`src/rtl/board_scanner.sv`:
```
// Read-side sequencer for the board RAM: walks every cell row-major with a
// registered-read RAM port and streams (row, col, data) over valid/ready.
module board_scanner #(
  parameter logic [31:0] BASE_ADDR = 32'h1000,
  parameter int          ROWS      = 10,
  parameter int          COLS      = 10
) (
  input  logic        clk,
  input  logic        rst,
  input  logic        start,
  output logic        busy,
  output logic        done,
  output logic        ram_r,
  output logic [31:0] ram_address,
  input  logic [31:0] ram_data,
  output logic        cell_valid,
  input  logic        cell_ready,
  output logic [31:0] cell_data,
  output logic [3:0]  cell_row,
  output logic [3:0]  cell_col,
  output logic        cell_last
);

  localparam logic [3:0] LAST_ROW = 4'(ROWS - 1);
  localparam logic [3:0] LAST_COL = 4'(COLS - 1);

  typedef enum logic [2:0] {IDLE, ISSUE, CAPTURE, PRESENT, FINISH} state_t;

  state_t     state, state_nx;
  logic [3:0] row, col;
  logic       at_last;
  logic       accept;

  assign at_last = (row == LAST_ROW) && (col == LAST_COL);
  assign accept  = cell_valid && cell_ready;

  always_ff @(posedge clk) begin
    if (rst) state <= IDLE;
    else     state <= state_nx;
  end

  always_comb begin
    state_nx = state;
    ram_r    = 1'b0;
    busy     = 1'b0;
    done     = 1'b0;
    case (state)
      IDLE:    if (start) state_nx = ISSUE;
      ISSUE: begin
        ram_r    = 1'b1;
        busy     = 1'b1;
        state_nx = CAPTURE;
      end
      CAPTURE: begin
        busy     = 1'b1;
        state_nx = PRESENT;
      end
      PRESENT: begin
        busy = 1'b1;
        if (accept) state_nx = cell_last ? FINISH : ISSUE;
      end
      FINISH: begin
        done     = 1'b1;
        state_nx = IDLE;
      end
      default: state_nx = IDLE;
    endcase
  end

  // ram_address doubles as the running byte offset: set on start, +4 per cell.
  always_ff @(posedge clk) begin
    if (rst) begin
      row         <= '0;
      col         <= '0;
      ram_address <= '0;
      cell_valid  <= 1'b0;
      cell_data   <= '0;
      cell_row    <= '0;
      cell_col    <= '0;
      cell_last   <= 1'b0;
    end else begin
      case (state)
        IDLE: if (start) begin
          row         <= '0;
          col         <= '0;
          ram_address <= BASE_ADDR;
        end
        CAPTURE: begin
          cell_data  <= ram_data;
          cell_row   <= row;
          cell_col   <= col;
          cell_last  <= at_last;
          cell_valid <= 1'b1;
        end
        PRESENT: if (accept) begin
          cell_valid <= 1'b0;
          cell_last  <= 1'b0;
          if (!cell_last) begin
            ram_address <= ram_address + 32'd4;
            if (col == LAST_COL) begin
              col <= '0;
              row <= row + 4'd1;
            end else begin
              col <= col + 4'd1;
            end
          end
        end
        default: ;
      endcase
    end
  end

endmodule
```
`config.mk`:
```
export PLATFORM = sky130hd
export DESIGN_NAME = board_scanner
export DESIGN_NICKNAME = d
export VERILOG_FILES = /design/src/rtl/board_scanner.sv
export SDC_FILE = /design/constraint.sdc
export NUM_CORES = 1
export LEC_CHECK = 0
export ABC_AREA = 1
export CORE_MARGIN = 5
export CORE_UTILIZATION = 40
export DETAILED_ROUTE_END_ITERATION = 8
export PLACE_DENSITY = 0.73
export SYNTH_ARGS = -nofsm -noshare
export SYNTH_HDL_FRONTEND = slang
export SYNTH_SLANG_ARGS = --single-unit
```
`constraint.sdc`:
```
create_clock -name clk -period 1.8 [get_ports clk]
set_input_delay 0.36 -clock clk [delete_from_list [all_inputs] [get_ports clk]]
set_output_delay 0.36 -clock clk [all_outputs]
set_load 0.1 [all_outputs]
```
Yosys cells after proc, flatten, opt, wreduce, memory -nomap -nowiden
Cells that the tools add are included.
Widths: inputs -> output; s select.

operators by class
  $add $sub $neg = 3
  multiply operators = 0
  divide/modulo/power cells = 0
  order comparisons = 0
  equal/unequal tests = 10
  shift operators = 0
  mux-type cells = 23
  bitwise logic cells = 0
  reduce and logical (&&, ||, !) cells = 10

operators by type and width
  operator               number
  $mux 32                3
  $pmux 32 s2            1
  $add 32x3->32 const B  1
  $mux 4                 7
  $pmux 4 s2             2
  $pmux 3 s4             1
  $mux 3                 3
  $add 4x1->4 const B    2
  $eq 4x4->1 const B     2
  $ne 2x2->1 const B     4
  $eq 3x2->1 const B     2
  $reduce_and 5->1       1
  $mux 1                 4
  $pmux 1 s2             2
  $reduce_and 2->1       2
  $reduce_and 4->1       1
  $reduce_bool 2->1      2
  $eq 3x1->1 const B     1
  $eq 3x3->1 const B     1
  $logic_not 3->1        1
  $reduce_or 3->1        1
  $logic_and 1x1->1      2

word-level totals
  register bits after elaboration = 85
  bits in latches = 0
  bits in writable memories = 0
  memory bits (read-only) = 0
  output and inout port bits = 77
  logic and storage cells = 55
  memories kept = 0

Depth between registers and ports, before layout
Gate-level depths: netlist of run 1.

  depth after elaboration = 5
  mapped depth = 10

Worst setup path after synthesis of run 1
Ideal clock, no wire load.

  kind = flip-flop to output port
  start point = register state[2]
  end point = output port done
  arrival = 2.520 ns
  required time = 1.440 ns
  setup slack = -1.080 ns
  stages on the path, launching flop included = 3
  cells stage by stage = dfxtp_1 -> inv_2 -> nor3_1

on the way
  longest elaborated chain between the ends = 2

ends and longest elaborated chain
  item                    RTL line  RTL
  start, declared         29        state_t state, state_nx;
  start signal, assigned  39        else state <= state_nx;
  $eq 3x3->1              47        case (state)
  $mux 1                  47
  end, declared           12        output logic done,

Every way passes these cells.

Worst setup path after layout of run 1
  start point = register state[0]
  end point = output port done

Same word-level chain as after synthesis.

==> impl_metrics.csv, run 1 <==
group,metric,value,unit
timing,rsz0062_at_grt,"false",
power_and_ir_drop,totalPowerFinal,5.264,mW
drt,drtAntennaViolNets,0,
worst_setup_path,path_max_fanout,4,
power_and_ir_drop,p_leak,2.459,nW
placement,postPlaceCellArea,0.005873,mm2
logic_synthesis,synth_top_area_share,44.65,%
hold_path,hp-class,"register to register",
power_and_ir_drop,powerDensity,858.7,mW/mm2
drt,via_per_inst,4.976,
worst_setup_path,start_kind,"register",
logic_synthesis,synth_compound_area_share,11.74,%
timing,hold_viol,0,
timing,fin_crit,1.667,ns
logic_synthesis,synth_cell_types,28,
floorplanning,fp-row-count,35,
run_status,outcome,"finished, final reports clean",
logic_synthesis,syn_inst,543,
floorplanning,dieArea,0.01133,mm2
timing,fin_crit_sh,92.61,%
clock_network,clk_pin_slew,0.08,ns
power_and_ir_drop,max-vdd-ir-drop,582.7,uV
clock_network,clkLatencyLatePin,0.35,ns
worst_setup_path,end_kind,"output port",
worst_setup_path,path_class,"register to output port",
worst_setup_path,r2r_slack,0.15,ns
placement,place.gp.congestion,0.8748,
drt,wire_per_inst,13.45,um
grt,grt_pass1_vias,3714,
logic_synthesis,async_flop_share,0,%
worst_setup_path,cpPeakStageDelay,0.35,ns
logic_synthesis,synth_mux_area_share,0,%
worst_setup_path,slowest_stage,"dfxtp_2",
clock_network,cts_tree,"done",
logic_synthesis,synth_top_family_by_area,"simple AND/OR/NAND/NOR gates",
clock_network,clock_sinks,83,
finish,diodes,0,
timing,finClkSkew,0.008822,ns
finish,layout-drive-gt1-share,24.56,%
floorplanning,dieWidth,106.5,um
grt,use_met1,21.79,%
logic_synthesis,avgSynthCellArea,6.853,um2
drt,totalWireLength,10580,um
grt,grt-ovfl-total,0,
logic_synthesis,synth_fa_ha_area_share,1.681,%
finish,syn_to_final_growth,64.73,%
floorplanning,core-area,0.009153,mm2
floorplanning,io_pins,113,
drt,first_pass_iters,5,
clock_network,cts.path.max_buffers,2,
finish,final_nets,712,
placement,io_buffer_count,110,
logic_synthesis,yosys-top-cells-count,"nor2_1, nand2_1, dfxtp_1",
finish,postLayoutCellArea,0.006130,mm2
grt,antenna_found_initial,0,
logic_synthesis,synth_xor_area_share,0.4707,%
logic_synthesis,synth-simple-area-share,33.73,%
placement,dpl.cell_count,768,
timing,setup_violations,0,
worst_setup_path,worstPathArrival,1.31,ns
grt,met2_usage,30.63,%
grt,grtUsageTotal,18.51,%
logic_synthesis,synth_warnings,0,
logic_synthesis,yosys_register_bits,83,
drt,drc_errors,0,
clock_network,cts_buffers,9,
logic_synthesis,synth_area_leaders,"dfxtp_1, nor2_1, nand2_1",
drt,drt_iter0_markers,271,
floorplanning,start_util,40.66,%
grt,grt_max_degree,38,
grt,busiest_layer,"met2",
floorplanning,die_h,106.5,um
grt,grt_pass1_wl,17370,um
job,cap_violations,0,
finish,fin_cells,787,
logic_synthesis,synth_top_cell_by_area,"dfxtp_1",
worst_setup_path,required,1.44,ns
logic_synthesis,netlist_area,0.003721,mm2
placement,hpwl,7973,um
timing,fmax,599.9,MHz
clock_network,cts_root_buf,"clkbuf_8",
logic_synthesis,ys.flop_type,"dfxtp_1",
drt,vias,3916,
grt,grt_util_met3,8.622,%
logic_synthesis,synth_seq_area_share,44.65,%
worst_setup_path,cp_cell_sequence,"buf_4 -> nor3_2 -> buf_12",
timing,maxSlewViolCount,0,
logic_synthesis,synth-edff-count,0,
clock_network,htree_levels,3,
logic_synthesis,yosysMostFrequentCell,"nor2_1",
layout by cell type, fill, tap and decap left out, types with 2 or more instances in the layout:
| cell | netlist | routed |
|---|---|---|
| buf_4 | 3 | 26 |
| nand2_1 | 104 | 102 |
| clkbuf_8 | 0 | 9 |
| buf_12 | 0 | 76 |
| nor2_2 | 1 | 6 |
| ha_1 | 5 | 4 |
| nor2_4 | 2 | 3 |
| a31oi_1 | 2 | 2 |
| nor3_2 | 0 | 3 |
| inv_1 | 46 | 46 |
| clkinv_2 | 0 | 3 |
| nor2_1 | 138 | 132 |
| conb_1 | 1 | 2 |
| xor2_1 | 2 | 2 |
| nand2_2 | 1 | 3 |
| clkdlybuf4s50_1 | 0 | 35 |
| o21ai_0 | 46 | 46 |
| nand3b_1 | 4 | 4 |
| nor3_1 | 11 | 8 |
| dfxtp_4 | 0 | 5 |
| nand4_1 | 16 | 16 |
| o21bai_1 | 4 | 4 |
| dfxtp_2 | 0 | 23 |
| nand3_1 | 22 | 22 |
| a21oi_1 | 28 | 28 |
| dfxtp_1 | 83 | 55 |
what timing repair did:
action,in CTS,in global routing
setup buffers,0,3
setup endpoints to repair,0,23
resized for setup,0,10
hold buffers,0,0
area by class of cell:
type,count,area (um2)
flip-flops and latches,83,1709
inverters,48,182.7
fillers,719,3023
clock inverters,6,61.31
repair buffers,137,2067
multi-input cells,392,1822
well taps,111,138.9
clock buffers,10,148.9
sequential cells by signal, summed over array words and instances (netlist names):
signal       flops
cell_col         4
cell_data       32
cell_last        1
cell_row         4
cell_valid       1
col              4
ram_address     30
row              4
state            3
worst paths after layout:
path                  start               to  cells past startpoint
max                state[0]             done                      3
min                  col[3]      cell_col[3]                      2
max reg2reg  ram_address[2]  ram_address[28]                      8
min reg2reg          col[3]      cell_col[3]                      2
kinds of logic (layout without fill, tap and decap cells):
kind of cell / after synthesis / after routing
adders and majority gates: 5 / 5
other: 1 / 2
buffers and inverters: 69 / 201
xor gates and xnor gates: 2 / 2
and+or+nand+nor: 301 / 301
DFF: 83 / 83
AOI/OAI and AO/OA: 82 / 82
critical path, delay by kind of cell (launching register included):
| family | cells | cell delay (ns) |
|---|---|---|
| buffers and inverters | 2 | 0.36 |
| DFF | 1 | 0.35 |
| and+or+nand+nor | 1 | 0.25 |
power by group:
part	total [mW]	leakage, nW	internal (mW)	switching [mW]
Combinational	1.78	1.66	0.628	1.15
Clock	1.42	0.108	0.724	0.693
Sequential	2.07	0.688	1.94	0.123
routing by layer:
metal	part of all wire, %	up-vias
li1	-	1983
met1	42	1769
met2	47	148
met3	11	16
met4	1.1	0
met5	0	-
through the flow:
step | worst slack (ns) | utilization [%] | TNS [ns] | hold WS, ns
after floorplan | -0.2531 | - | -0.2531 | 0.4577
after global placement | -0.08527 | 64.17 | -0.9511 | 0.4822
after detailed placement | -0.1533 | 64.17 | -3.236 | 0.4841
after CTS | 0.07041 | 66.47 | 0 | 0.5022
after global routing | 0.01358 | 66.97 | 0 | 0.5374
final | 0.1331 | 66.97 | 0 | 0.5034
No activity file was read; power rests on OpenSTA's default activity.
==> run 2: changes to the inputs <==
--- a/config.mk
+++ b/config.mk
@@ -10,6 +10,7 @@
 export CORE_UTILIZATION = 40
 export DETAILED_ROUTE_END_ITERATION = 8
 export PLACE_DENSITY = 0.73
+export SKIP_CTS_REPAIR_TIMING = 1
 export SYNTH_ARGS = -nofsm -noshare
 export SYNTH_HDL_FRONTEND = slang
 export SYNTH_SLANG_ARGS = --single-unit
==> results of run 2 <==
No change in the layout: final DEF, timing and power equal those of run 1.
